--- src/rtl/uart_pkg.sv ---
// Shared UART definitions: FSM state encoding, line constants and the baud divisor function.
package uart_pkg;

    localparam logic        UART_IDLE_LEVEL     = 1'b1;
    localparam int unsigned UART_MIN_DATA_BITS  = 5;
    localparam int unsigned UART_MAX_DATA_BITS  = 9;
    localparam int unsigned UART_MIN_OVERSAMPLE = 8;

    typedef enum logic [2:0] {
        ST_IDLE,
        ST_START,
        ST_DATA,
        ST_PARITY,
        ST_STOP
    } uart_state_t;

    // round(clk_hz / (baud * os)), never below 1
    function automatic int unsigned uart_div(input int unsigned clk_hz,
                                             input int unsigned baud,
                                             input int unsigned os);
        int unsigned den;
        int unsigned d;
        den = baud * os;
        if (den == 0) return 1;
        d = (clk_hz + den / 2) / den;
        return (d < 1) ? 1 : d;
    endfunction

endpackage

--- src/rtl/uart_baud_tick.sv ---
// Free-running oversample tick generator: one-cycle tick every uart_div() clocks.
module uart_baud_tick
    import uart_pkg::*;
#(
    parameter int unsigned CLK_HZ     = 100_000_000,
    parameter int unsigned BAUD       = 9600,
    parameter int unsigned OVERSAMPLE = 16
) (
    input  logic clk,
    input  logic reset_n,
    output logic tick
);

    localparam int unsigned DIV   = uart_div(CLK_HZ, BAUD, OVERSAMPLE);
    localparam int unsigned CNT_W = (DIV > 1) ? $clog2(DIV) : 1;

    logic [CNT_W-1:0] r_cnt;
    logic             w_wrap;

    assign w_wrap = (r_cnt == CNT_W'(DIV - 1));

    always_ff @(posedge clk or negedge reset_n) begin
        if (!reset_n) begin
            r_cnt <= '0;
            tick  <= 1'b0;
        end else begin
            r_cnt <= w_wrap ? '0 : r_cnt + CNT_W'(1);
            tick  <= w_wrap;
        end
    end

endmodule

--- src/rtl/uart_rx_core.sv ---
// Oversampling UART receiver with valid/ready holding register and error pulses.
// Define UART_RX_PARITY_EN to compile in the parity bit check.
module uart_rx_core
    import uart_pkg::*;
#(
    parameter int unsigned CLK_HZ     = 100_000_000,
    parameter int unsigned BAUD       = 9600,
    parameter int unsigned DATA_BITS  = 8,
    parameter int unsigned OVERSAMPLE = 16,
    parameter int unsigned STOP_BITS  = 1,
    parameter int unsigned PARITY_ODD = 0
) (
    input  logic                 clk,
    input  logic                 reset_n,
    input  logic                 uart_rx,
    output logic [DATA_BITS-1:0] rx_data,
    output logic                 rx_valid,
    input  logic                 rx_ready,
    output logic                 frame_err,
    output logic                 parity_err,
    output logic                 overrun_err,
    output logic                 busy
);

    localparam int unsigned SCNT_W   = $clog2(OVERSAMPLE);
    localparam int unsigned BCNT_W   = $clog2(DATA_BITS);
    localparam int unsigned SMP_A    = OVERSAMPLE / 2 - 1;
    localparam int unsigned SMP_B    = OVERSAMPLE / 2;
    localparam int unsigned SMP_C    = OVERSAMPLE / 2 + 1;
    localparam int unsigned SMP_LAST = OVERSAMPLE - 1;

    if (DATA_BITS < UART_MIN_DATA_BITS || DATA_BITS > UART_MAX_DATA_BITS) begin : g_chk_data_bits
        $error("uart_rx_core: DATA_BITS out of range");
    end
    if (OVERSAMPLE < UART_MIN_OVERSAMPLE || (OVERSAMPLE % 2) != 0) begin : g_chk_oversample
        $error("uart_rx_core: OVERSAMPLE must be even and >= 8");
    end
    if (STOP_BITS < 1 || STOP_BITS > 2) begin : g_chk_stop_bits
        $error("uart_rx_core: STOP_BITS must be 1 or 2");
    end
    if (PARITY_ODD > 1) begin : g_chk_parity
        $error("uart_rx_core: PARITY_ODD must be 0 or 1");
    end

    logic                 r_sync1;
    logic                 r_sync2;
    logic                 r_line_d;
    logic                 w_tick;
    uart_state_t          r_state;
    uart_state_t          w_state_nxt;
    logic [SCNT_W-1:0]    r_scnt;
    logic [BCNT_W-1:0]    r_bcnt;
    logic                 r_stop_idx;
    logic                 r_stop_bad;
    logic                 r_s0;
    logic                 r_s1;
    logic [DATA_BITS-1:0] r_shift;

    logic w_fall;
    logic w_decide;
    logic w_bit_end;
    logic w_vote;
    logic w_start;
    logic w_shift_en;
    logic w_bcnt_dec;
    logic w_stop_adv;
    logic w_complete;
    logic w_frame_bad;
    logic w_par_bad;
    logic w_good;
    logic w_load;

    uart_baud_tick #(
        .CLK_HZ    (CLK_HZ),
        .BAUD      (BAUD),
        .OVERSAMPLE(OVERSAMPLE)
    ) u_tick (
        .clk    (clk),
        .reset_n(reset_n),
        .tick   (w_tick)
    );

    // Two-stage synchroniser plus one delayed copy for start-edge detection
    always_ff @(posedge clk or negedge reset_n) begin
        if (!reset_n) begin
            r_sync1  <= UART_IDLE_LEVEL;
            r_sync2  <= UART_IDLE_LEVEL;
            r_line_d <= UART_IDLE_LEVEL;
        end else begin
            r_sync1  <= uart_rx;
            r_sync2  <= r_sync1;
            r_line_d <= r_sync2;
        end
    end

    assign w_fall    = r_line_d & ~r_sync2;
    assign w_decide  = w_tick && (r_scnt == SCNT_W'(SMP_C));
    assign w_bit_end = w_tick && (r_scnt == SCNT_W'(SMP_LAST));
    assign w_vote    = (r_s0 & r_s1) | (r_s0 & r_sync2) | (r_s1 & r_sync2);

    always_ff @(posedge clk or negedge reset_n) begin
        if (!reset_n) begin
            r_state <= ST_IDLE;
        end else begin
            r_state <= w_state_nxt;
        end
    end

    always_comb begin
        w_state_nxt = r_state;
        w_start     = 1'b0;
        w_shift_en  = 1'b0;
        w_bcnt_dec  = 1'b0;
        w_stop_adv  = 1'b0;
        w_complete  = 1'b0;
        case (r_state)
            ST_IDLE: begin
                if (w_fall) begin
                    w_state_nxt = ST_START;
                    w_start     = 1'b1;
                end
            end
            ST_START: begin
                if (w_decide && w_vote) begin
                    w_state_nxt = ST_IDLE;
                end else if (w_bit_end) begin
                    w_state_nxt = ST_DATA;
                end
            end
            ST_DATA: begin
                w_shift_en = w_decide;
                if (w_bit_end) begin
                    if (r_bcnt == '0) begin
`ifdef UART_RX_PARITY_EN
                        w_state_nxt = ST_PARITY;
`else
                        w_state_nxt = ST_STOP;
`endif
                    end else begin
                        w_bcnt_dec = 1'b1;
                    end
                end
            end
`ifdef UART_RX_PARITY_EN
            ST_PARITY: begin
                if (w_bit_end) begin
                    w_state_nxt = ST_STOP;
                end
            end
`endif
            ST_STOP: begin
                // Leave at the last stop-bit decision so a following start edge is not missed
                if (w_decide) begin
                    if (r_stop_idx == 1'(STOP_BITS - 1)) begin
                        w_complete  = 1'b1;
                        w_state_nxt = ST_IDLE;
                    end
                end else if (w_bit_end) begin
                    w_stop_adv = 1'b1;
                end
            end
            default: begin
                w_state_nxt = ST_IDLE;
            end
        endcase
    end

    always_ff @(posedge clk or negedge reset_n) begin
        if (!reset_n) begin
            r_scnt     <= '0;
            r_bcnt     <= '0;
            r_stop_idx <= 1'b0;
            r_stop_bad <= 1'b0;
            r_s0       <= 1'b0;
            r_s1       <= 1'b0;
            r_shift    <= '0;
        end else begin
            if (w_start) begin
                r_scnt <= '0;
            end else if (w_tick) begin
                r_scnt <= (r_scnt == SCNT_W'(SMP_LAST)) ? '0 : r_scnt + SCNT_W'(1);
            end
            if (w_tick && r_scnt == SCNT_W'(SMP_A)) r_s0 <= r_sync2;
            if (w_tick && r_scnt == SCNT_W'(SMP_B)) r_s1 <= r_sync2;
            if (w_start) begin
                r_bcnt <= BCNT_W'(DATA_BITS - 1);
            end else if (w_bcnt_dec) begin
                r_bcnt <= r_bcnt - BCNT_W'(1);
            end
            if (w_shift_en) r_shift <= {w_vote, r_shift[DATA_BITS-1:1]};
            if (w_start) begin
                r_stop_idx <= 1'b0;
                r_stop_bad <= 1'b0;
            end else begin
                if (w_stop_adv) r_stop_idx <= 1'b1;
                if (r_state == ST_STOP && w_decide && !w_vote) r_stop_bad <= 1'b1;
            end
        end
    end

`ifdef UART_RX_PARITY_EN
    localparam logic PAR_SENSE = 1'(PARITY_ODD);

    logic r_par_bit;

    always_ff @(posedge clk or negedge reset_n) begin
        if (!reset_n) begin
            r_par_bit  <= 1'b0;
            parity_err <= 1'b0;
        end else begin
            if (r_state == ST_PARITY && w_decide) r_par_bit <= w_vote;
            parity_err <= w_complete && !w_frame_bad && w_par_bad;
        end
    end

    assign w_par_bad = r_par_bit != ((^r_shift) ^ PAR_SENSE);
`else
    assign w_par_bad  = 1'b0;
    assign parity_err = 1'b0;
`endif

    assign w_frame_bad = r_stop_bad | ~w_vote;
    assign w_good      = w_complete && !w_frame_bad && !w_par_bad;
    assign w_load      = w_good && (!rx_valid || rx_ready);

    // Holding register and one-cycle status pulses
    always_ff @(posedge clk or negedge reset_n) begin
        if (!reset_n) begin
            rx_data     <= '0;
            rx_valid    <= 1'b0;
            frame_err   <= 1'b0;
            overrun_err <= 1'b0;
            busy        <= 1'b0;
        end else begin
            if (w_load) begin
                rx_data  <= r_shift;
                rx_valid <= 1'b1;
            end else if (rx_valid && rx_ready) begin
                rx_valid <= 1'b0;
            end
            frame_err   <= w_complete && w_frame_bad;
            overrun_err <= w_good && rx_valid && !rx_ready;
            busy        <= (w_state_nxt != ST_IDLE);
        end
    end

endmodule

--- config.mk ---
export PLATFORM = sky130hd
export DESIGN_NAME = uart_rx_core
export DESIGN_NICKNAME = d
export VERILOG_FILES = /design/src/rtl/uart_pkg.sv /design/src/rtl/uart_baud_tick.sv /design/src/rtl/uart_rx_core.sv
export SDC_FILE = /design/constraint.sdc
export NUM_CORES = 1
export LEC_CHECK = 0
export CAP_MARGIN = 20
export CORE_UTILIZATION = 51
export CTS_CLUSTER_DIAMETER = 40
export DETAILED_ROUTE_END_ITERATION = 10
export PLACE_DENSITY = 0.81
export SETUP_SLACK_MARGIN = 0.4
export SLEW_MARGIN = 10
export SYNTH_ARGS = -nofsm -noshare
export SYNTH_HDL_FRONTEND = slang
export SYNTH_SLANG_ARGS = --single-unit
export TNS_END_PERCENT = 100
--- constraint.sdc ---
create_clock -name clk -period 1.62 [get_ports clk]
set_clock_uncertainty 0.05 [all_clocks]
set_input_delay 0.162 -clock clk [delete_from_list [all_inputs] [get_ports clk]]
set_output_delay 0.162 -clock clk [all_outputs]
set_load 0.03 [all_outputs]
==> flow_metrics.tcl, run 1 <==
set metrics [dict create \
    netlist_instances 170 \
    synth_fp_nets 181 \
    drc 0 \
    layout-drive-gt1-share 0.566 \
    die_y_um 66.6 \
    synth.most_common_cell "dfrtp_1" \
    area_delta_synth_final_pct 42.0 \
    cts_root_buf "clkbuf_8" \
    min_path_cells 1 \
    dieArea_um2 4440 \
    io_buffers 15 \
    synth_common_cells "45 x dfrtp_1, 14 x nor2_1, 10 x mux2_2, 10 x nand2_1, 9 x nand3_1" \
    synth_fa_ha_area_frac 0.0464 \
    cts.htree.levels 2 \
    seq_area_um2 1210 \
    chipWidth_um 66.6 \
    synth_area_leaders "dfrtp_1 53%, mux2_4 5.6%, mux2_2 5.3%" \
    status "finished with violations" \
    critPathRequiredTime_ns 1.77 \
    row_count 23 \
    dp_hpwl_mm 2.86 \
    slowest_delay_ns 0.42 \
    synth_cell_types 40 \
    clk_latency_ns 0.31 \
    grt_first_pass_wirelength_mm 7.58 \
    synthSimpleGateAreaFrac 0.165 \
    slew_viol_final 0 \
    reg2reg_depth 6 \
    clk_pin_slew_ns 0.09 \
    rsz0062_at_grt "true" \
    routabilityCongestion 0.854 \
    clockBufferDepth 2 \
    max-slew-margin-rel 0.640 \
    hold_class "primary input to flop" \
    synth_compound_area_frac 0.0329 \
    peakVddDrop_v 0.000476 \
    routed_wirelength_mm 4.85 \
    r2r_slack_ns -0.12 \
    synth_top_family_by_area "simple AND/OR/NAND/NOR gates" \
    syn-cell-area_um2 2130 \
    grtUsageTotal 0.237 \
    hold_viol 0 \
    cts_buffers 5 \
    critPathSlowestCell "dfrtp_1" \
    r2r_end "rx_data[1]$_DFFE_PN0P_" \
    wl_per_cell_um 17.4 \
    dr.pass1.iters 4 \
    p_leak_uw 0.00146 \
    multi_input_area_um2 1100 \
    hold_start "uart_rx" \
    setup_viol 19 \
    start_util 0.532 \
    antenna_found_initial 0 \
    worst-slew-pin-transition_ns 0.539 \
    io_pins 17 \
    p_per_area_nw_per_um2 733 \
    fin_tns_setup_ns -1.68 \
    crit_type "flop to flop" \
    muxShareOfSynthArea 0.119 \
    overflow 0 \
    synth_edf_count 0 \
    end_kind "flop" \
    synth-main-ff-cell "dfrtp_1" \
    viasPerCell 5.45 \
    fill_cells 226 \
    path_cells "inv_2 -> ha_4 -> and4b_2 -> and4_4 -> buf_12 -> mux2_4" \
    yosysTopAreaCell "dfrtp_1" \
    dp.cells 250 \
    nets 238 \
    regToRegStartpoint "r_scnt[1]$_DFFE_PN0P_" \
    antenna-diode-count 0 \
    grt_pass1_vias 1618 \
    drtIter0Drc 92 \
    synth-xor-area-share 0.0370 \
    worstPathArrival_ns 1.89 \
    clkSinkCount 48 \
    drv_cap 0 \
    violations "negative setup slack" \
    critPathLaunchType "flop" \
    avgSynthCellArea_um2 12.5 \
    grt_start_max_net_pins 27 \
    vias 1515 \
    worst-path-max-fanout 8 \
    setup_ws_ns -0.122 \
    fin_cells 278 \
    synth-seq-cells 48 \
    core-area_um2 4000 \
    cts_tree "yes" \
    synth_top_area_frac 0.529 \
    synth_async_sr_flop_share 1.00 \
    min_period_ns 1.74 \
    ant_nets 0 \
    ys_warn_count 0 \
    fin_crit_sh 1.08 \
    synth_seq_area_share 0.566 \
    min_to "r_sync1$_DFF_PN1_" \
    timing.fmax_mhz 574 \
]
layout by cell type (no fill, tap or decap), drive strengths merged, types with 3 or more instances in the layout:
master,instances
nand3,9
buf,49
and3,4
dfstp,3
nand2,10
clkdlybuf4s15,4
dfrtp,45
clkbuf,5
inv,8
xnor2,7
a21oi,4
nand4b,3
nand2b,4
nor2,14
ha,7
mux2,18
or3b,4
per-layer routing:
layer  vias to the layer above  track usage  wire length (µm)
li1                        695            -                 -
met1                       764        0.261              1910
met2                        45        0.429              2660
met3                        11       0.0565               190
met4                         0        0.104                88
met5                         -            0                 0
through the flow:
stage	util	setup slack [ns]	area (µm²)	hold slack, ns	total power (µW)
2_1_floorplan	-	-0.0626	2160	-0.184	1280
3_3_place_gp	0.626	-0.0763	2500	0.109	1330
3_5_place_dp	0.626	-0.154	2500	0.122	1330
4_1_cts	0.717	-0.0852	2870	0.203	2240
5_1_grt	0.756	-0.196	3020	0.199	2290
6_report	0.756	-0.122	3020	0.212	2220
where the power goes:
group	switching [µW]	leakage [µW]	internal (µW)
registers	8.62	0.000620	1210
clock network	419	0.0000548	465
logic	62.7	0.000782	48.8
total	490	0.00146	1730
layout make-up:
class	instances	share of cell area
Sequential cell	48	0.399
Timing Repair Buffer	56	0.165
Clock buffer	5	0.0228
Tap cell	50	0.0207
Multi-Input combinational cell	108	0.365
Clock inverter	3	0.0153
Inverter	8	0.0116
what timing repair did:
item / CTS / global route
hold endpoints to repair: 24 / 0
setup endpoints to repair: 54 / 47
setup buffers: 12 / 7
gates resized for setup: 84 / 38
hold buffers: 1 / 0
pin swaps: 24 / 16
worst max-delay path, delay by kind of cell, from the launching register on:
family,cells,cell delay [ns]
AND/OR/NAND/NOR,2,0.50
multiplexers,1,0.30
adder cells (fa/ha/maj),1,0.13
flip-flops,1,0.42
buffers and inverters,2,0.23
registers in the layout, indices dropped and copies added (netlist names), 3 cells and up:
register      flops
u_tick.r_cnt     10
r_shift           8
rx_data           8
r_scnt            4
r_bcnt            3
r_state           3
worst max-delay path by stage:
| stage | startpoint | endpoint | slack [ns] | depth (start not counted) |
|---|---|---|---|---|
| after detailed placement | r_scnt[1]$_DFFE_PN0P_ | r_bcnt[0]$_DFFE_PN0P_ | -0.15 | 6 |
| after floorplan | r_sync2$_DFF_PN1_ | rx_data[0]$_DFFE_PN0P_ | -0.06 | 5 |
| after global routing | r_scnt[0]$_DFFE_PN0P_ | busy$_DFF_PN0_ | -0.20 | 7 |
| after global placement | r_scnt[1]$_DFFE_PN0P_ | rx_data[5]$_DFFE_PN0P_ | -0.08 | 6 |
| after CTS | r_scnt[1]$_DFFE_PN0P_ | rx_data[2]$_DFFE_PN0P_ | -0.09 | 6 |
| final | r_scnt[1]$_DFFE_PN0P_ | rx_data[1]$_DFFE_PN0P_ | -0.12 | 6 |
cells by family (layout without fill, tap and decap cells):
| logic type | count (synthesis) | count (layout) |
|---|---|---|
| AO/OA/AOI/OAI | 11 | 11 |
| XOR/XNOR | 9 | 9 |
| adder cells (fa/ha/maj) | 8 | 8 |
| buffers and inverters | 14 | 72 |
| flip-flops | 48 | 48 |
| multiplexers | 20 | 20 |
| other | 1 | 1 |
| AND/OR/NAND/NOR | 59 | 59 |
No activity file was read; power rests on OpenSTA's default activity.
==> run 2: changes to the inputs <==
CORE_ASPECT_RATIO = 1.2   (was default)
==> run 2 against run 1 <==
Against the previous run:
- the flow still finishes with violations (negative setup slack)
- sequential power about the same
- critical endpoint is now busy$_DFF_PN0_
- clock-buffer cell count stayed put
- register-to-register slack got worse by 0.13 ns
- total power is 0.53% lower
- die area about the same
- largest cell class unchanged
- fmax down 6.8%
- global-route usage is 1.2 points higher
- cell count is 5.4% higher
- wire length rose by 26%
- combinational power fell by 8%
- non-clock buffer count up 11
==> flow_metrics.tcl, run 2 (synthesized netlist as in run 1, its figures left out) <==
set metrics [dict create \
    layout_common_cells "44 x dfrtp_1, 29 x buf_4, 19 x buf_6" \
    drc 0 \
    largest_reg_flops 10 \
    cts_tree "yes" \
    p_leak_uw 0.00153 \
    chipWidth_um 61.0 \
    status "finished with violations" \
    top_regs "u_tick.r_cnt x10, r_shift x8, rx_data x8" \
    routed_wirelength_mm 6.12 \
    io_pins 17 \
    dieArea_um2 4440 \
    row_count 25 \
    nets 249 \
    setup_viol 26 \
    worst-path-max-fanout 5 \
    violations "negative setup slack" \
    setup_ws_ns -0.249 \
    seq_area_um2 1210 \
    routabilityCongestion 0.845 \
    worstPathArrival_ns 2.01 \
    io_buffers 15 \
    dr.pass1.iters 4 \
    clkSinkCount 48 \
    hold_class "primary input to flop" \
    fill_cells 195 \
    cts_root_buf "clkbuf_8" \
    place_ws_ns -0.139 \
    grt_start_max_net_pins 33 \
    place_area_um2 2540 \
    ant_nets 0 \
    viasPerCell 5.67 \
    rsz0062_at_grt "true" \
    clk_pin_slew_ns 0.08 \
    cts.htree.levels 2 \
    drtIter0Drc 56 \
    antenna-diode-count 0 \
    area_delta_synth_final_pct 49.5 \
    hold_viol 0 \
    final_common_cell "dfrtp_1" \
    fin_crit_sh 1.15 \
    multi_input_area_um2 1160 \
    vias 1662 \
    wl_per_cell_um 20.9 \
    end_kind "flop" \
    critPathLaunchType "flop" \
    layout-drive-gt1-share 0.607 \
    clk_latency_ns 0.32 \
    start_util 0.536 \
    regMostFlops "u_tick.r_cnt" \
    peakVddDrop_v 0.000516 \
    slew_viol_final 0 \
    cts_buffers 5 \
    min_period_ns 1.87 \
    die_y_um 72.8 \
    postLayoutCellArea_um2 3180 \
    clockBufferDepth 2 \
    overflow 0 \
    p_per_area_nw_per_um2 693 \
    core-area_um2 3970 \
    drv_cap 0 \
    grt_pass1_vias 1648 \
    antenna_found_initial 0 \
    timing.fmax_mhz 535 \
    dp_hpwl_mm 2.84 \
    grt_first_pass_wirelength_mm 7.85 \
    critPathRequiredTime_ns 1.76 \
    grtUsageTotal 0.249 \
    crit_type "flop to flop" \
]
## run 2: cell count changes in the layout (fill, tap and decap cells not counted), moves of 2 or more
cell,before,now
buf_4,26,29
buf_6,11,19
clkdlybuf4s15_2,4,2
inv_1,6,4
inv_2,1,3
mux2_2,5,0
mux2_4,13,18
nand2_2,1,3
nand3_1,6,2
nand3_2,1,4
nor2_4,7,5
## run 2: through the flow
step	utilization	setup TNS (ns)	hold WS, ns	instances	power [µW]
floorplan	-	-0.520	-0.184	170	1280
global placement	0.638	-1.02	0.0420	256	1330
detailed placement	0.638	-2.10	0.0564	256	1340
CTS	0.738	-1.28	0.207	280	2180
global route	0.801	-4.52	0.196	293	2270
finish	0.801	-3.53	0.205	293	2210
## run 2: metal layers
layer  vias to the layer above  GRT usage  wire length [µm]
li1                        722          -                 -
met1                       854      0.287              2370
met2                        55      0.424              3210
met3                        31     0.0550               214
met4                         0      0.131               327
met5                         -          0                 0
## run 2: path summary, 6_finish.rpt
path | start | end | slack [ns] | depth (start not counted)
setup / recovery | r_scnt[1]$_DFFE_PN0P_ | busy$_DFF_PN0_ | -0.25 | 6
hold / removal | uart_rx | r_sync1$_DFF_PN1_ | 0.21 | 1
setup reg to reg | r_scnt[1]$_DFFE_PN0P_ | busy$_DFF_PN0_ | -0.25 | 6
hold reg to reg | r_sync1$_DFF_PN1_ | r_sync2$_DFF_PN1_ | 0.31 | 0
max in group asynchronous | reset_n | u_tick.r_cnt[2]$_DFF_PN0_ | 0.71 | 3
min in group asynchronous | reset_n | r_stop_idx$_DFFE_PN0P_ | 0.30 | 2
## run 2: where the power goes
part           leakage (µW)  internal [µW]  switching (µW)
Sequential         0.000621           1210            10.7
Clock             0.0000541            457             421
Combinational      0.000853           42.5            60.4
## run 2: timing repair
item                                    4_1_cts  5_1_grt
hold buffers                                  1        0
resized for setup                            69       73
endpoints found under the hold margin        13        0
endpoints found under the setup margin       54       55
pin swaps                                    12       18
setup buffers                                15       13
## run 2: layout make-up
cell class | count | share of cell area
clock buffer | 5 | 0.0216
timing repair buffer | 67 | 0.188
inverter | 8 | 0.0110
clock inverter | 3 | 0.0134
sequential | 48 | 0.379
tap | 54 | 0.0212
multi-input combinational | 108 | 0.366
## run 2: worst max-delay path: stages, from the launching register on
cell,delay (ns)
dfrtp_1,0.41
inv_2,0.10
ha_4,0.14
and4b_2,0.31
and2b_1,0.17
a2bb2oi_2,0.20
or3b_1,0.36
